$ cat src/rtl/gpio_pwm_meas_if.sv
// Port bundle for gpio_pwm_meas: control, pin input and published measurement.
// master drives control and pin; slave is the measurement block.
interface gpio_pwm_meas_if;
    logic        meas_en;
    logic [2:0]  meas_prescale;
    logic        pin_in;
    logic [31:0] meas_d;
    logic        meas_vld;
    logic        meas_busy;
    logic        meas_stuck;

    modport master (
        output meas_en, meas_prescale, pin_in,
        input  meas_d, meas_vld, meas_busy, meas_stuck
    );

    modport slave (
        input  meas_en, meas_prescale, pin_in,
        output meas_d, meas_vld, meas_busy, meas_stuck
    );
endinterface

$ cat src/rtl/gpio_pwm_meas.sv
// GPIO PWM measurement: high/low time of one pin in prescaler units, packed like the PWM config.
// Optional glitch filter after the synchronizer: define PWM_MEAS_GLITCH_FILTER_EN.
module gpio_pwm_meas #(
    parameter int unsigned CNT_W       = 12,
    parameter int unsigned SYNC_STAGES = 2
`ifdef PWM_MEAS_GLITCH_FILTER_EN
    ,
    parameter int unsigned FILT_LEN    = 3
`endif
) (
    input logic             clk_cap,
    input logic             reset,
    gpio_pwm_meas_if.slave  bus
);
    typedef enum logic [1:0] {StIdle, StWaitRise, StMeasHi, StMeasLo} state_e;

    localparam logic [CNT_W-1:0] CntMax = '1;

    state_e                 state_q, state_d;
    logic [SYNC_STAGES-1:0] sync_q;
    logic                   lvl, prev_q, rise, fall, start_hi, tick;
    logic [6:0]             presc_q, presc_d, presc_cur, presc_mask;
    logic [2:0]             p_used_q, p_used_d, p_eff;
    logic [CNT_W-1:0]       hi_q, hi_d, lo_q, lo_d;
    logic                   ovf_hi_q, ovf_hi_d, ovf_lo_q, ovf_lo_d;
    logic [31:0]            meas_d_q, meas_d_d;
    logic                   meas_vld_q, meas_vld_d;

    always_ff @(posedge clk_cap or posedge reset) begin
        if (reset) sync_q <= '0;
        else       sync_q <= {sync_q[SYNC_STAGES-2:0], bus.pin_in};
    end

`ifdef PWM_MEAS_GLITCH_FILTER_EN
    localparam int unsigned FiltW = $clog2(FILT_LEN + 1);
    logic             filt_q, filt_d;
    logic [FiltW-1:0] filt_cnt_q, filt_cnt_d;

    // Level flips only after FILT_LEN consecutive samples disagree with it.
    always_comb begin
        filt_d     = filt_q;
        filt_cnt_d = '0;
        if (sync_q[SYNC_STAGES-1] != filt_q) begin
            if (filt_cnt_q == FiltW'(FILT_LEN - 1)) filt_d = sync_q[SYNC_STAGES-1];
            else                                    filt_cnt_d = filt_cnt_q + 1'b1;
        end
    end

    always_ff @(posedge clk_cap or posedge reset) begin
        if (reset) begin
            filt_q     <= 1'b0;
            filt_cnt_q <= '0;
        end else begin
            filt_q     <= filt_d;
            filt_cnt_q <= filt_cnt_d;
        end
    end

    assign lvl = filt_q;
`else
    assign lvl = sync_q[SYNC_STAGES-1];
`endif

    assign rise     = lvl & ~prev_q;
    assign fall     = ~lvl & prev_q;
    assign start_hi = rise & bus.meas_en & ((state_q == StWaitRise) | (state_q == StMeasLo));

    // The edge cycle is index 0 of the new phase, so a new prescale applies to it already.
    assign p_eff      = start_hi ? bus.meas_prescale : p_used_q;
    assign presc_mask = ~(7'h7F << p_eff);
    assign presc_cur  = (rise | fall) ? 7'd0 : presc_q;
    assign tick       = (presc_cur == presc_mask);
    assign presc_d    = (tick || state_q == StIdle) ? 7'd0 : presc_cur + 7'd1;

    // State register
    always_ff @(posedge clk_cap or posedge reset) begin
        if (reset) state_q <= StIdle;
        else       state_q <= state_d;
    end

    // Next-state logic
    always_comb begin
        state_d = state_q;
        if (!bus.meas_en) begin
            state_d = StIdle;
        end else begin
            unique case (state_q)
                StIdle:     state_d = StWaitRise;
                StWaitRise: if (rise) state_d = StMeasHi;
                StMeasHi:   if (fall) state_d = StMeasLo;
                StMeasLo:   if (rise) state_d = StMeasHi;
                default:    state_d = StIdle;
            endcase
        end
    end

    // Outputs
    always_comb begin
        bus.meas_busy  = (state_q != StIdle);
        bus.meas_stuck = ((state_q == StMeasHi) && (hi_q == CntMax)) ||
                         ((state_q == StMeasLo) && (lo_q == CntMax));
        bus.meas_d     = meas_d_q;
        bus.meas_vld   = meas_vld_q;
    end

    always_comb begin
        hi_d       = hi_q;
        lo_d       = lo_q;
        ovf_hi_d   = ovf_hi_q;
        ovf_lo_d   = ovf_lo_q;
        p_used_d   = p_used_q;
        meas_d_d   = meas_d_q;
        meas_vld_d = 1'b0;
        if (!bus.meas_en || state_q == StIdle) begin
            hi_d     = '0;
            lo_d     = '0;
            ovf_hi_d = 1'b0;
            ovf_lo_d = 1'b0;
        end else if (start_hi) begin
            if (state_q == StMeasLo) begin
                meas_d_d   = {hi_q, lo_q, 1'b0, p_used_q, 1'b0, ovf_lo_q, ovf_hi_q, 1'b1};
                meas_vld_d = 1'b1;
            end
            hi_d     = {{(CNT_W-1){1'b0}}, tick};
            ovf_hi_d = 1'b0;
            p_used_d = bus.meas_prescale;
        end else if (state_q == StMeasHi) begin
            if (fall) begin
                lo_d     = {{(CNT_W-1){1'b0}}, tick};
                ovf_lo_d = 1'b0;
            end else if (tick) begin
                if (hi_q == CntMax) ovf_hi_d = 1'b1;
                else                hi_d     = hi_q + 1'b1;
            end
        end else if (state_q == StMeasLo && tick) begin
            if (lo_q == CntMax) ovf_lo_d = 1'b1;
            else                lo_d     = lo_q + 1'b1;
        end
    end

    always_ff @(posedge clk_cap or posedge reset) begin
        if (reset) begin
            prev_q     <= 1'b0;
            presc_q    <= '0;
            p_used_q   <= '0;
            hi_q       <= '0;
            lo_q       <= '0;
            ovf_hi_q   <= 1'b0;
            ovf_lo_q   <= 1'b0;
            meas_d_q   <= '0;
            meas_vld_q <= 1'b0;
        end else begin
            prev_q     <= lvl;
            presc_q    <= presc_d;
            p_used_q   <= p_used_d;
            hi_q       <= hi_d;
            lo_q       <= lo_d;
            ovf_hi_q   <= ovf_hi_d;
            ovf_lo_q   <= ovf_lo_d;
            meas_d_q   <= meas_d_d;
            meas_vld_q <= meas_vld_d;
        end
    end
endmodule

$ cat src/flat_wrapper.sv
// flat-port wrapper written by rule: the top's interface ports become plain ports
module gpio_pwm_meas_flat 
#(
    parameter int unsigned CNT_W       = 12,
    parameter int unsigned SYNC_STAGES = 2

)
  (clk_cap, reset, bus_meas_en, bus_meas_prescale, bus_pin_in, bus_meas_d, bus_meas_vld, bus_meas_busy, bus_meas_stuck);
  gpio_pwm_meas_if bus_i ();
  input logic clk_cap;
  input logic reset;
  input wire logic [$bits(bus_i.meas_en)-1:0] bus_meas_en;
  input wire logic [$bits(bus_i.meas_prescale)-1:0] bus_meas_prescale;
  input wire logic [$bits(bus_i.pin_in)-1:0] bus_pin_in;
  output wire logic [$bits(bus_i.meas_d)-1:0] bus_meas_d;
  output wire logic [$bits(bus_i.meas_vld)-1:0] bus_meas_vld;
  output wire logic [$bits(bus_i.meas_busy)-1:0] bus_meas_busy;
  output wire logic [$bits(bus_i.meas_stuck)-1:0] bus_meas_stuck;
  assign bus_i.meas_en = bus_meas_en;
  assign bus_i.meas_prescale = bus_meas_prescale;
  assign bus_i.pin_in = bus_pin_in;
  assign bus_meas_d = bus_i.meas_d;
  assign bus_meas_vld = bus_i.meas_vld;
  assign bus_meas_busy = bus_i.meas_busy;
  assign bus_meas_stuck = bus_i.meas_stuck;
  gpio_pwm_meas #(.CNT_W(CNT_W), .SYNC_STAGES(SYNC_STAGES)) u_core (.clk_cap(clk_cap), .reset(reset), .bus(bus_i));
endmodule
$ cat config.mk
export PLATFORM = sky130hd
export DESIGN_NAME = gpio_pwm_meas_flat
export DESIGN_NICKNAME = d
export VERILOG_FILES = /design/src/rtl/gpio_pwm_meas_if.sv /design/src/rtl/gpio_pwm_meas.sv /design/src/flat_wrapper.sv
export SDC_FILE = /design/constraint.sdc
export NUM_CORES = 1
export LEC_CHECK = 0
export ABC_CLOCK_PERIOD_IN_PS = 5700
export CORE_MARGIN = 5
export CORE_UTILIZATION = 40
export CTS_CLUSTER_DIAMETER = 60
export CTS_CLUSTER_SIZE = 10
export DETAILED_ROUTE_END_ITERATION = 10
export HOLD_SLACK_MARGIN = 0.08
export PLACE_DENSITY = 0.57
export SETUP_SLACK_MARGIN = 0.5
export SYNTH_ARGS = -nofsm -noshare
export SYNTH_HDL_FRONTEND = slang
export SYNTH_SLANG_ARGS = --single-unit
$ cat constraint.sdc
create_clock -name clk_cap -period 5.7 [get_ports clk_cap]
set_input_delay 1.14 -clock clk_cap [delete_from_list [all_inputs] [get_ports clk_cap]]
set_output_delay 1.14 -clock clk_cap [all_outputs]
set_load 0.02 [all_outputs]
==> flow_metrics.env <==
export IMPL_synthAdderAreaFrac=0.0176
export IMPL_htreeDepth=3
export IMPL_period_share=0.762
export IMPL_final_nets=394
export IMPL_synthTopCellsByArea="dfrtp_1 51%, mux2_2 8.9%, nand3_1 3.8%, nand2_1 3.1%, o21ai_0 2.4%"
export IMPL_wirelength_um=7560
export IMPL_drv_slew=0
export IMPL_synth_ff_type="dfrtp_1"
export IMPL_hold_violations=0
export IMPL_cp_start_kind="register"
export IMPL_min_period_ns=4.34
export IMPL_fin_setup_tns_ns=0
export IMPL_p_clk_frac=0.394
export IMPL_p_int_mw=0.818
export IMPL_start_util=0.410
export IMPL_max_freq_mhz=230
export IMPL_drt_first_pass_iters=4
export IMPL_endpoint_kind="primary output"
export IMPL_yosysWarnings=0
export IMPL_fin_area_um2=4230
export IMPL_rsz0062_at_grt="no"
export IMPL_synth_top_family_by_area="simple AND/OR/NAND/NOR gates"
export IMPL_dieHeight_um=104
export IMPL_cts_sinks=72
export IMPL_tightest_slew_ns=1.06
export IMPL_drc_errors=0
export IMPL_synth_largest_area_cell="dfrtp_1"
export IMPL_clk_pin_slew_ns=0.07
export IMPL_required_ns=4.56
export IMPL_insertion_delay_ns=0.35
export IMPL_synth_area_mux_share=0.109
export IMPL_ant_nets=0
export IMPL_syn_area_per_cell_um2=10.3
export IMPL_hpwl_um=5370
export IMPL_vdd_drop_max_uv=103
export IMPL_cts_root_buf="clkbuf_8"
export IMPL_utilization=0.488
export IMPL_synth_edf_count=0
export IMPL_core_area_um2=8680
export IMPL_synth_distinct_cells=47
export IMPL_grt_pass1_vias=2634
export IMPL_yosysMostFrequentCell="dfrtp_1"
export IMPL_cts_inserted_buffers=9
export IMPL_die_w_um=104
export IMPL_worst_ep_arrival_time_ns=3.20
export IMPL_power_density_nw_per_um2=261
export IMPL_async_reset_ff_frac=1.00
export IMPL_vias=2716
export IMPL_gp_congestion=0.878
export IMPL_cts_setup_buffers=0
export IMPL_gr_total_overflow=0
export IMPL_pwr_share_comb=0.115
export IMPL_syn2layout_area_growth_pct=19.0
export IMPL_wire_per_inst_um=15.3
export IMPL_netlist_area_um2=3560
export IMPL_die_area_um2=10900
export IMPL_yosysSeqAreaShare=0.507
export IMPL_grtUsageTotal=0.146
export IMPL_synth_commonest_cells="72 x dfrtp_1, 29 x nand2_1, 28 x mux2_2"
export IMPL_ys_seq_elements=72
export IMPL_synthCells=346
export IMPL_tritoncts="yes"
export IMPL_max_clock_path_buffers=2
export IMPL_switchingPower_mw=0.288
export IMPL_synth_top_area_share=0.507
export IMPL_outcome="complete, no violations"
export IMPL_placed_cell_area_um2=4020
export IMPL_whs_ns=0.354
export IMPL_cts_resized=0
export IMPL_rows=34
export IMPL_relSlewSlack=0.288
export IMPL_place_inst=479
export IMPL_drv_cap=0
export IMPL_cts_hold_buf=0
export IMPL_diodes=0
export IMPL_stdcell_count=494
export IMPL_crit_path_max_fanout=9
export IMPL_p_leak_nw=1.94
export IMPL_drive_above_1_share=0.135
export IMPL_avgViaCountPerCell=5.50
export IMPL_synth_compound_area_share=0.125
export IMPL_hold_path_class="register to register"
export IMPL_antenna_found_initial=0
export IMPL_pwr_share_seq=0.491
export IMPL_yosys_area_share_xor_xnor=0.0222
export IMPL_grt_max_degree=44
export IMPL_io_pins=42
export IMPL_worstSetupPathType="register to primary output"
export IMPL_drtIter0Drc=143
export IMPL_reg2reg_setup_slack_ns=2.31
export IMPL_io_buffers=39
export IMPL_switching_share=0.260
export IMPL_setup_viol=0
export IMPL_synthSimpleGateAreaFrac=0.182
export IMPL_grt_pass1_wl_um=13200
export IMPL_skew_ns=0.0131
[path summary, 6_finish.rpt]
path                             startpoint                     to  cells past startpoint
max                          u_core.lo_q[0]         bus_meas_stuck                      9
min                        u_core.sync_q[0]       u_core.sync_q[1]                      0
max reg2reg                   u_core.prev_q         u_core.lo_q[1]                     10
min reg2reg                u_core.sync_q[0]       u_core.sync_q[1]                      0
max in group asynchronous             reset         u_core.lo_q[0]                      3
min in group asynchronous             reset  u_core.bus.meas_d[25]                      2
[layout make-up]
class | count | area (µm²)
timing repair buffer | 41 | 405
clock inverter | 5 | 82.6
multi-input combinational | 244 | 1630
sequential | 72 | 1800
fill | 811 | 4450
tap | 108 | 135
inverter | 14 | 52.6
clock buffer | 10 | 128
[flip-flops by register name, summed over array words and instances (netlist names)]
| signal | count |
|---|---|
| u_core.lo_q | 12 |
| u_core.prev_q | 1 |
| u_core.ovf_lo_q | 1 |
| u_core.presc_q | 7 |
| u_core.hi_q | 12 |
| u_core.bus.meas_d | 30 |
| u_core.ovf_hi_q | 1 |
| u_core.bus.meas_vld | 1 |
| u_core.p_used_q | 3 |
| u_core.state_q | 2 |
| u_core.sync_q | 2 |
[per-layer routing]
metal	track usage	part of all wire
met5	0	0
met4	0.0592	0.013
met3	0.0323	0.039
met2	0.216	0.46
met1	0.205	0.49
[worst max-delay path, stage by stage (launching register included)]
cell and delay, ns:
dfrtp_1 0.44, ha_1 0.22, and3_1 0.23, nand3_1 0.15, nor2_1 0.28, and3_1 0.23, nand3_1 0.29, mux2i_1 0.22
and2_1 0.18, clkdlybuf4s50_1 0.62
[kinds of logic after synthesis]
kind of cell | count (synthesis)
other | 1
adders and majority gates | 5
and+or+nand+nor | 126
AOI/OAI and AO/OA | 67
buffers and inverters | 31
xor gates and xnor gates | 9
muxes | 35
DFF | 72
[through the flow]
stage               total power, mW  setup WS, ns
floorplan                     0.642          2.69
global placement              0.681          1.25
detailed placement            0.681          1.07
finish                         1.11          1.36
global route                   1.16          1.10
CTS                            1.12          1.39
[cells in the final DEF, fill, tap and decap left out, types with 3 or more instances in the layout]
| master | instances |
|---|---|
| a21oi_1 | 12 |
| a22oi_1 | 5 |
| a41oi_1 | 3 |
| and2_1 | 7 |
| and3_1 | 9 |
| clkbuf_8 | 9 |
| clkdlybuf4s50_1 | 39 |
| dfrtp_1 | 72 |
| ha_1 | 5 |
| inv_1 | 13 |
| mux2_2 | 28 |
| mux2i_1 | 6 |
| nand2_1 | 29 |
| nand2b_1 | 5 |
| nand3_1 | 27 |
| nor2_1 | 18 |
| nor2b_1 | 3 |
| nor3_1 | 5 |
| o211ai_1 | 6 |
| o21ai_0 | 17 |
| o21ai_1 | 7 |
| or3_1 | 11 |
| xor2_1 | 7 |
[power groups by stage]
stage / clock network (mW) / registers (mW) / logic (mW)
after CTS: 0.447 / 0.543 / 0.128
after floorplan: 0 / 0.552 / 0.0901
after global placement: 0 / 0.553 / 0.129
after detailed placement: 0 / 0.553 / 0.128
final: 0.436 / 0.543 / 0.127
after global routing: 0.467 / 0.547 / 0.142
Note: power is estimated with default switching activity, not from simulation.
